--- src/rtl/score_seg_display.sv ---
// score_seg_display: binary score to BCD plus a
// multiplexed common-anode seven-segment driver.
module score_seg_display #(
    parameter int REFRESH_CYCLES = 50000,
    parameter int BLINK_CYCLES   = 25000000
) (
    input  logic       clk,
    input  logic       rst,
    input  logic [7:0] score,
    input  logic       game_complete,
    output logic [3:0] bcd_hundreds,
    output logic [3:0] bcd_tens,
    output logic [3:0] bcd_ones,
    output logic       bcd_valid,
    output logic       conv_busy,
    output logic [6:0] seg,
    output logic [3:0] an
);

    localparam int RW = (REFRESH_CYCLES > 2) ? $clog2(REFRESH_CYCLES) : 1;
    localparam int BW = (BLINK_CYCLES > 2) ? $clog2(BLINK_CYCLES) : 1;

    localparam logic [RW-1:0] REF_LAST = RW'(REFRESH_CYCLES - 1);
    localparam logic [BW-1:0] BLK_LAST = BW'(BLINK_CYCLES - 1);

    localparam logic [6:0] SEG_BLANK = 7'h7F;
    localparam logic [6:0] SEG_DONE  = 7'h21;

    typedef enum logic [1:0] {
        IDLE,
        ADJ,
        SHIFT,
        DONE
    } conv_state_t;

    conv_state_t state_q, state_nxt;

    logic [7:0]  bin_q, bin_nxt;
    logic [11:0] scratch_q, scratch_nxt;
    logic [3:0]  iter_q, iter_nxt;
    logic [7:0]  last_q, last_nxt;
    logic        pending_q, pending_nxt;
    logic [3:0]  hun_q, hun_nxt;
    logic [3:0]  ten_q, ten_nxt;
    logic [3:0]  one_q, one_nxt;
    logic        valid_q, valid_nxt;

    logic          gc_q;
    logic [BW-1:0] blink_cnt_q, blink_cnt_nxt;
    logic          blink_on_q, blink_on_nxt;
    logic [RW-1:0] ref_cnt_q, ref_cnt_nxt;
    logic [1:0]    idx_q, idx_nxt;
    logic [6:0]    seg_q, seg_nxt;
    logic [3:0]    an_q, an_nxt;

    function automatic logic [3:0] adj3(input logic [3:0] d);
        return (d >= 4'd5) ? d + 4'd3 : d;
    endfunction

    function automatic logic [6:0] seg_code(input logic [3:0] d);
        logic [6:0] g;
        case (d)
            4'd0:    g = 7'h40;
            4'd1:    g = 7'h79;
            4'd2:    g = 7'h24;
            4'd3:    g = 7'h30;
            4'd4:    g = 7'h19;
            4'd5:    g = 7'h12;
            4'd6:    g = 7'h02;
            4'd7:    g = 7'h78;
            4'd8:    g = 7'h00;
            4'd9:    g = 7'h10;
            default: g = SEG_BLANK;
        endcase
        return g;
    endfunction

    // Converter state and datapath registers.
    always_ff @(posedge clk or posedge rst) begin
        if (rst) begin
            state_q   <= IDLE;
            bin_q     <= '0;
            scratch_q <= '0;
            iter_q    <= '0;
            last_q    <= '0;
            pending_q <= 1'b1;
            hun_q     <= '0;
            ten_q     <= '0;
            one_q     <= '0;
            valid_q   <= 1'b0;
        end else begin
            state_q   <= state_nxt;
            bin_q     <= bin_nxt;
            scratch_q <= scratch_nxt;
            iter_q    <= iter_nxt;
            last_q    <= last_nxt;
            pending_q <= pending_nxt;
            hun_q     <= hun_nxt;
            ten_q     <= ten_nxt;
            one_q     <= one_nxt;
            valid_q   <= valid_nxt;
        end
    end

    // Double-dabble sequencing: one add-3 pass and one shift per bit.
    always_comb begin
        state_nxt   = state_q;
        bin_nxt     = bin_q;
        scratch_nxt = scratch_q;
        iter_nxt    = iter_q;
        last_nxt    = last_q;
        pending_nxt = pending_q;
        hun_nxt     = hun_q;
        ten_nxt     = ten_q;
        one_nxt     = one_q;
        valid_nxt   = valid_q;
        unique case (state_q)
            IDLE: begin
                if (pending_q || (score != last_q)) begin
                    bin_nxt     = score;
                    last_nxt    = score;
                    scratch_nxt = '0;
                    iter_nxt    = '0;
                    pending_nxt = 1'b0;
                    state_nxt   = ADJ;
                end
            end
            ADJ: begin
                scratch_nxt = {adj3(scratch_q[11:8]),
                               adj3(scratch_q[7:4]),
                               adj3(scratch_q[3:0])};
                state_nxt   = SHIFT;
            end
            SHIFT: begin
                {scratch_nxt, bin_nxt} = {scratch_q, bin_q} << 1;
                iter_nxt  = iter_q + 4'd1;
                state_nxt = (iter_q == 4'd7) ? DONE : ADJ;
            end
            DONE: begin
                hun_nxt   = scratch_q[11:8];
                ten_nxt   = scratch_q[7:4];
                one_nxt   = scratch_q[3:0];
                valid_nxt = 1'b1;
                state_nxt = IDLE;
            end
            default: state_nxt = IDLE;
        endcase
    end

    // Display timing: refresh scan, blink phase, registered seg/an.
    always_ff @(posedge clk or posedge rst) begin
        if (rst) begin
            gc_q        <= 1'b0;
            blink_cnt_q <= '0;
            blink_on_q  <= 1'b1;
            ref_cnt_q   <= '0;
            idx_q       <= '0;
            seg_q       <= SEG_BLANK;
            an_q        <= 4'b1110;
        end else begin
            gc_q        <= game_complete;
            blink_cnt_q <= blink_cnt_nxt;
            blink_on_q  <= blink_on_nxt;
            ref_cnt_q   <= ref_cnt_nxt;
            idx_q       <= idx_nxt;
            seg_q       <= seg_nxt;
            an_q        <= an_nxt;
        end
    end

    // Next scan slot and glyph, so seg and an always switch together.
    always_comb begin
        ref_cnt_nxt   = ref_cnt_q + RW'(1);
        idx_nxt       = idx_q;
        blink_cnt_nxt = blink_cnt_q;
        blink_on_nxt  = blink_on_q;
        seg_nxt       = SEG_BLANK;
        an_nxt        = 4'b1110;

        if (ref_cnt_q == REF_LAST) begin
            ref_cnt_nxt = '0;
            idx_nxt     = idx_q + 2'd1;
        end

        if (!game_complete) begin
            blink_cnt_nxt = '0;
            blink_on_nxt  = 1'b1;
        end else if (!gc_q) begin
            blink_cnt_nxt = '0;
            blink_on_nxt  = 1'b1;
        end else if (blink_cnt_q == BLK_LAST) begin
            blink_cnt_nxt = '0;
            blink_on_nxt  = ~blink_on_q;
        end else begin
            blink_cnt_nxt = blink_cnt_q + BW'(1);
        end

        unique case (idx_nxt)
            2'd0: begin
                an_nxt  = 4'b1110;
                seg_nxt = seg_code(one_q);
            end
            2'd1: begin
                an_nxt = 4'b1101;
                if ((hun_q != 4'd0) || (ten_q != 4'd0))
                    seg_nxt = seg_code(ten_q);
            end
            2'd2: begin
                an_nxt = 4'b1011;
                if (hun_q != 4'd0)
                    seg_nxt = seg_code(hun_q);
            end
            2'd3: begin
                an_nxt = 4'b0111;
                if (game_complete)
                    seg_nxt = SEG_DONE;
            end
            default: an_nxt = 4'b1110;
        endcase

        if (!valid_q || !blink_on_nxt)
            seg_nxt = SEG_BLANK;
    end

    assign bcd_hundreds = hun_q;
    assign bcd_tens     = ten_q;
    assign bcd_ones     = one_q;
    assign bcd_valid    = valid_q;
    assign conv_busy    = (state_q != IDLE);
    assign seg          = seg_q;
    assign an           = an_q;

endmodule
--- config.mk ---
export PLATFORM = sky130hd
export DESIGN_NAME = score_seg_display
export DESIGN_NICKNAME = d
export VERILOG_FILES = /design/src/rtl/score_seg_display.sv
export SDC_FILE = /design/constraint.sdc
export NUM_CORES = 1
export LEC_CHECK = 0
export CAP_MARGIN = 20
export CORE_MARGIN = 4
export CORE_UTILIZATION = 35
export DETAILED_ROUTE_END_ITERATION = 8
export GPL_ROUTABILITY_DRIVEN = 0
export SLEW_MARGIN = 20
export SYNTH_ARGS = -nofsm -noshare
export SYNTH_HDL_FRONTEND = slang
export SYNTH_SLANG_ARGS = --single-unit
--- constraint.sdc ---
create_clock -name clk -period 7.65 [get_ports clk]
set_clock_uncertainty 0.15 [all_clocks]
set_input_delay 0.765 -clock clk [delete_from_list [all_inputs] [get_ports clk]]
set_output_delay 0.765 -clock clk [all_outputs]
set_load 0.01 [all_outputs]
# After elaboration in Yosys (flattened, before gate mapping)
# Memory sizes are Yosys's and may differ from the RTL's.
# Cells that the tools add are included.
[totals]
regBits = 104
mem_bits_ro = 336
in_bits = 11
output_inout_bits = 25
wordCells = 90
mem_count = 3
[classes]
addsub = 7
magnitude_cmp = 3
eq_ne = 14
n_mux = 26
n_bitwise = 1
n_reduce_logical = 17
[mem_list]
columns = ["memory", "depth", "width", "rd", "rd_ports_with_merged_regs", "wr", "line_no", "rtl"]
rows = [
  ["(name not given)", 16, 7, 1, 0, 0, "62", "case (d)"],
  ["(name not given)", 16, 7, 1, 0, 0, "62", ""],
  ["(name not given)", 16, 7, 1, 0, 0, "62", ""],
]
[op_table]
columns = ["op", "count"]
rows = [
  ["$mux 25", 3],
  ["$pmux 12 s3", 1],
  ["$mux 7", 4],
  ["$pmux 7 s4", 1],
  ["$add 25x1->25 const B", 1],
  ["$eq 25x25->1 const B", 1],
  ["$add 16x1->16 const B", 1],
  ["$eq 16x16->1 const B", 1],
  ["$mux 16", 1],
  ["$mux 4", 4],
  ["$pmux 4 s4", 1],
  ["$pmux 8 s2", 1],
  ["$add 4x2->4 const B", 3],
  ["$ge 4x3->1 const B", 3],
  ["$mux 12", 1],
  ["$reduce_and 3->1", 3],
  ["$eq 2x2->1 const B", 4],
  ["$mux 8", 1],
  ["$ne 2x2->1 const B", 4],
  ["$ne 8x8->1", 1],
  ["$pmux 2 s4", 1],
  ["$pmux 4 s2", 1],
  ["$reduce_bool 4->1", 2],
  ["$mux 2", 3],
  ["12 further kinds", 21],
]

# Longest topological paths before layout
[logic_depth]
word_depth = 7
depth_mapped = 8

# Worst setup path before layout
# No wires, ideal clock.
[synth_timing]
kind = "register -> register"
startpoint = "register ref_cnt_q[7]"
endpoint = "register seg_q[4] (netlist: seg[4])"
setup_ps = 89
arrival_time_ps = 2135
t_required_ps = 7411
path_slack_ps = 5276
stages_incl_launch_ff = 8
path_buffers = 1
period_less_slack_ps = 2374
cell_sequence = "dfrtp_1 > or4b_4 > or4_1 > buf_2 > nand2_1 > a22oi_1 > a311oi_1 > nand3_1"
[synth_via]
elab_chain_cells = 5
elab_cells_between_ends = 8
classes_between = "4 x eq/ne; 3 x mux; 1 x reduce/logical"
[synth_rtl]
columns = ["item", "line_no", "rtl"]
rows = [
  ["start: declaration", "51", "logic [RW-1:0] ref_cnt_q, ref_cnt_nxt;"],
  ["start signal: assignment", "164", "ref_cnt_q <= ref_cnt_nxt;"],
  ["$eq 16x16->1 *", "180", "if (ref_cnt_q == REF_LAST) begin"],
  ["$mux 2 *", "180", ""],
  ["$eq 2x2->1, or another cell as far along", "198", "unique case (idx_nxt)"],
  ["$pmux 7 s4 *", "198", ""],
  ["$mux 7 *", "221", "if (!valid_q || !blink_on_nxt)"],
  ["net seg_nxt[4]", "53", "logic [6:0] seg_q, seg_nxt;"],
  ["end signal: assignment", "166", "seg_q <= seg_nxt;"],
  ["end: declaration", "53", ""],
]
# The timed path passes the listed nets; every way through them passes the cells marked *.
# A chain may end at the register's enable or synchronous reset.

# Worst setup path in the final report
[layout_timing]
startpoint = "register state_q[0]"
endpoint = "output port conv_busy"
[layout_via]
elab_chain_cells = 1
[layout_rtl]
columns = ["item", "line_no", "rtl"]
rows = [
  ["start: declaration", "36", "conv_state_t state_q, state_nxt;"],
  ["start signal: assignment", "92", "state_q <= state_nxt;"],
  ["$reduce_bool 2->1", "229", "assign conv_busy = (state_q != IDLE);"],
  ["end: declaration", "15", "output logic conv_busy,"],
]
# Every way passes these cells.

==> metrics.log <==
[metrics] synthesis warning total: 0
[metrics] TritonCTS clock tree: built
[metrics] sequential-to-total area share from yosys stat: 0.444
[metrics] biggest area contributors in the synthesized netlist: dfrtp_1 39%, ha_1 6.2%, dfstp_2 5.3%
[metrics] relative max-transition margin: 0.443
[metrics] global-route wire length before repair: 21600 um
[metrics] number of register bits inferred by synthesis: 104
[metrics] via count of the first global-routing pass: 4538
[metrics] violation count after the first detailed-routing iteration: 267
[metrics] IO buf count: 35
[metrics] placeable core region: 0.0165 mm2
[metrics] aggregate routed wire length: 12500 um
[metrics] PwrDens: 314 mW/mm2
[metrics] total number of vias: 4481
[metrics] Post-Syn Area per Cell: 9.34 um2
[metrics] Crit path arrival time: 2.34 ns
[metrics] per-cell routed wire length: 14.3 um
[metrics] Post-Route Setup TNS: 0 ns
[metrics] Vias/cell: 5.11
[metrics] die height: 138 um
[metrics] Synth Flop Type: dfrtp_1
[metrics] Post-CTS Setup Repair Bufs: 0
[metrics] Max Root-Sink Buffers: 2
[metrics] most frequently used cell type in the post-synthesis netlist: dfrtp_1
[metrics] initial cell density of the core: 0.357
[metrics] # nets final: 692
[metrics] total nets after synthesis: 671
[metrics] Critical R2R Launch: blink_cnt_q[7]
[metrics] antenna violations before repair: 0
[metrics] minimum clock period after layout: 3.25 ns
[metrics] count of antenna-violating nets left after detailed routing: 0
[metrics] type of the most critical hold path: flop to flop
[metrics] CTS buffer count: 9
[metrics] total of fill cells in the finished design: 1615
[metrics] maximum vdd ir drop: 0.166 mV
[metrics] total global routing track utilization: 0.142
[metrics] fraction of final layout cells with drive strength greater than 1: 0.0837
[metrics] total number of placement rows: 47
[metrics] post-layout instance count excluding filler cells: 877
[metrics] number of cells upsized or downsized after cts: 0
[metrics] clock latency reported for the late side of the worst-skew pair: 0.35 ns
[metrics] reg2reg path depth: 5
[metrics] Remaining DRCs: 0
[metrics] Placed Cells: 861
[metrics] clock transition time at the flip-flop clock pins of the worst setup and hold paths: 0.07 ns
[metrics] synthesis-to-finish area growth: 14.3%
[metrics] critical path endpoint category: primary output
[metrics] Synth top cells by count: 92 x dfrtp_1, 76 x nor2_1, 64 x nand2_1
[metrics] Post-Syn Instances: 631
[metrics] CTS H-tree depth: 3
[metrics] crit share post-route: 0.425
[metrics] hpwl dp: 8930 um
[metrics] top achievable clock speed: 307 MHz
[metrics] Critical Path Fanout Max: 23
[metrics] Post-Synthesis Cell Area: 0.00589 mm2
[metrics] worst min-delay path startpoint: ref_cnt_q[0]
[metrics] actual slew at the worst max-slew pin: 0.835 ns
[metrics] Critical R2R Capture: blink_cnt_q[21]
[metrics] max-cap check violation count: 0
[metrics] I/O pin count: 36
[metrics] result of the run: completed
[metrics] post-synth cell types: 60
[metrics] horizontal die dimension: 138 um
[metrics] critical path type: flop to primary output
[metrics] root buf cell: clkbuf_16
[metrics] largest net degree at the start of global routing: 64
[metrics] # diodes: 0
[metrics] Post-synth EDFFs: 0
[metrics] number of buffers inserted by hold repair at cts: 0
[metrics] Static Leakage: 0.00283 uW
[metrics] area fraction of the dominant cell type after synthesis: 0.391
[metrics] die footprint: 0.0190 mm2
[metrics] remaining global-route overflow: 0
[metrics] endpoint of the worst hold path: ref_cnt_q[0]
[metrics] final-report hold violation count: 0
[metrics] setup slack on the worst flop-to-flop path: 4.79 ns
[metrics] final setup violation count: 0
[metrics] RSZ-0062 raised after global routing: false
[metrics] nature of the critical path startpoint: flop
[metrics] Async S/R FF share, synth: 1.00
[metrics] number of max-slew violations in the final report: 0
[metrics] post-synthesis cell type with the largest combined area: dfrtp_1
[metrics] router iterations before antenna repair: 6
[metrics] CP required: 6.73 ns
[metrics] Worst Hold Path Cells: 1
[metrics] sinks on the clock net: 104
final cells by class:
cell class | count | area (um2) | area share
Clock buffer | 11 | 243 | 0.0360
Clock inverter | 5 | 56.3 | 0.00836
Inverter | 32 | 123 | 0.0182
Multi-Input combinational cell | 467 | 3050 | 0.453
Sequential cell | 104 | 2620 | 0.389
Tap cell | 220 | 275 | 0.0409
Timing Repair Buffer | 38 | 373 | 0.0553
metrics by stage:
step / setup slack (ns) / utilization / hold slack, ns / area, um2 / total power (uW)
2_1_floorplan: 4.02 / - / 0.305 / 5890 / 1390
4_1_cts: 4.36 / 0.408 / 0.338 / 6730 / 2140
3_3_place_gp: 4.18 / 0.389 / 0.321 / 6430 / 1640
3_5_place_dp: 4.08 / 0.389 / 0.328 / 6430 / 1660
6_report: 4.40 / 0.408 / 0.334 / 6740 / 2120
5_1_grt: 4.18 / 0.408 / 0.352 / 6740 / 2280
logic make-up (layout without fill, tap and decap cells):
kind of cell             Yosys count  in the layout  share of synthesized area
AND/OR/NAND/NOR                  250            250                      0.209
AO/OA/AOI/OAI                    111            111                      0.122
flip-flops                       104            104                      0.444
buffers and inverters             60             86                     0.0391
XOR/XNOR                          53             53                     0.0800
adder cells (fa/ha/maj)           29             29                     0.0616
multiplexers                      24             24                     0.0439
placed cells by master (no fill, tap or decap), types with 9 or more instances in the layout:
master / instances
a21oi_1: 21
and3_1: 10
clkbuf_16: 9
clkdlybuf4s50_1: 35
dfrtp_1: 92
dfstp_2: 12
ha_1: 28
inv_1: 29
mux2_2: 11
mux2i_1: 9
nand2_1: 64
nand3_1: 25
nor2_1: 76
nor3_1: 16
o21ai_0: 29
o21ai_1: 9
xnor2_1: 23
xor2_1: 29
state kept, by name (all words and copies together), names as in the netlist, 7 cells and up:
signal       count
blink_cnt_q     25
ref_cnt_q       16
scratch_q       12
bin_q            8
last_q           8
seg              7
how the worst max path moves through the flow:
stage	endpoint	cells after the start	from
5_1_grt	conv_busy	4	state_q[0]
3_5_place_dp	scratch_q[2]	8	score[1]
3_3_place_gp	scratch_q[6]	8	score[1]
4_1_cts	conv_busy	4	state_q[0]
2_1_floorplan	an[0]	1	rst
6_report	conv_busy	4	state_q[0]
layer usage:
layer | part of all wire | up-vias | global-route usage
li1 | - | 2230 | -
met1 | 0.46 | 2164 | 0.175
met2 | 0.49 | 73 | 0.245
met3 | 0.031 | 14 | 0.0285
met4 | 0.018 | 0 | 0.0494
met5 | 0 | - | 0
worst max-delay path, stage by stage (launching register included):
cell and delay [ns]:
dfrtp_1 0.43, inv_1 0.12, ha_1 0.70, inv_2 0.19, clkdlybuf4s50_1 0.54
report_power, final:
group / switching, uW / internal, uW
Combinational: 470 / 383
Clock: 203 / 262
Sequential: 132 / 665
Total: 806 / 1310
Power figures use the tool's default switching activity.
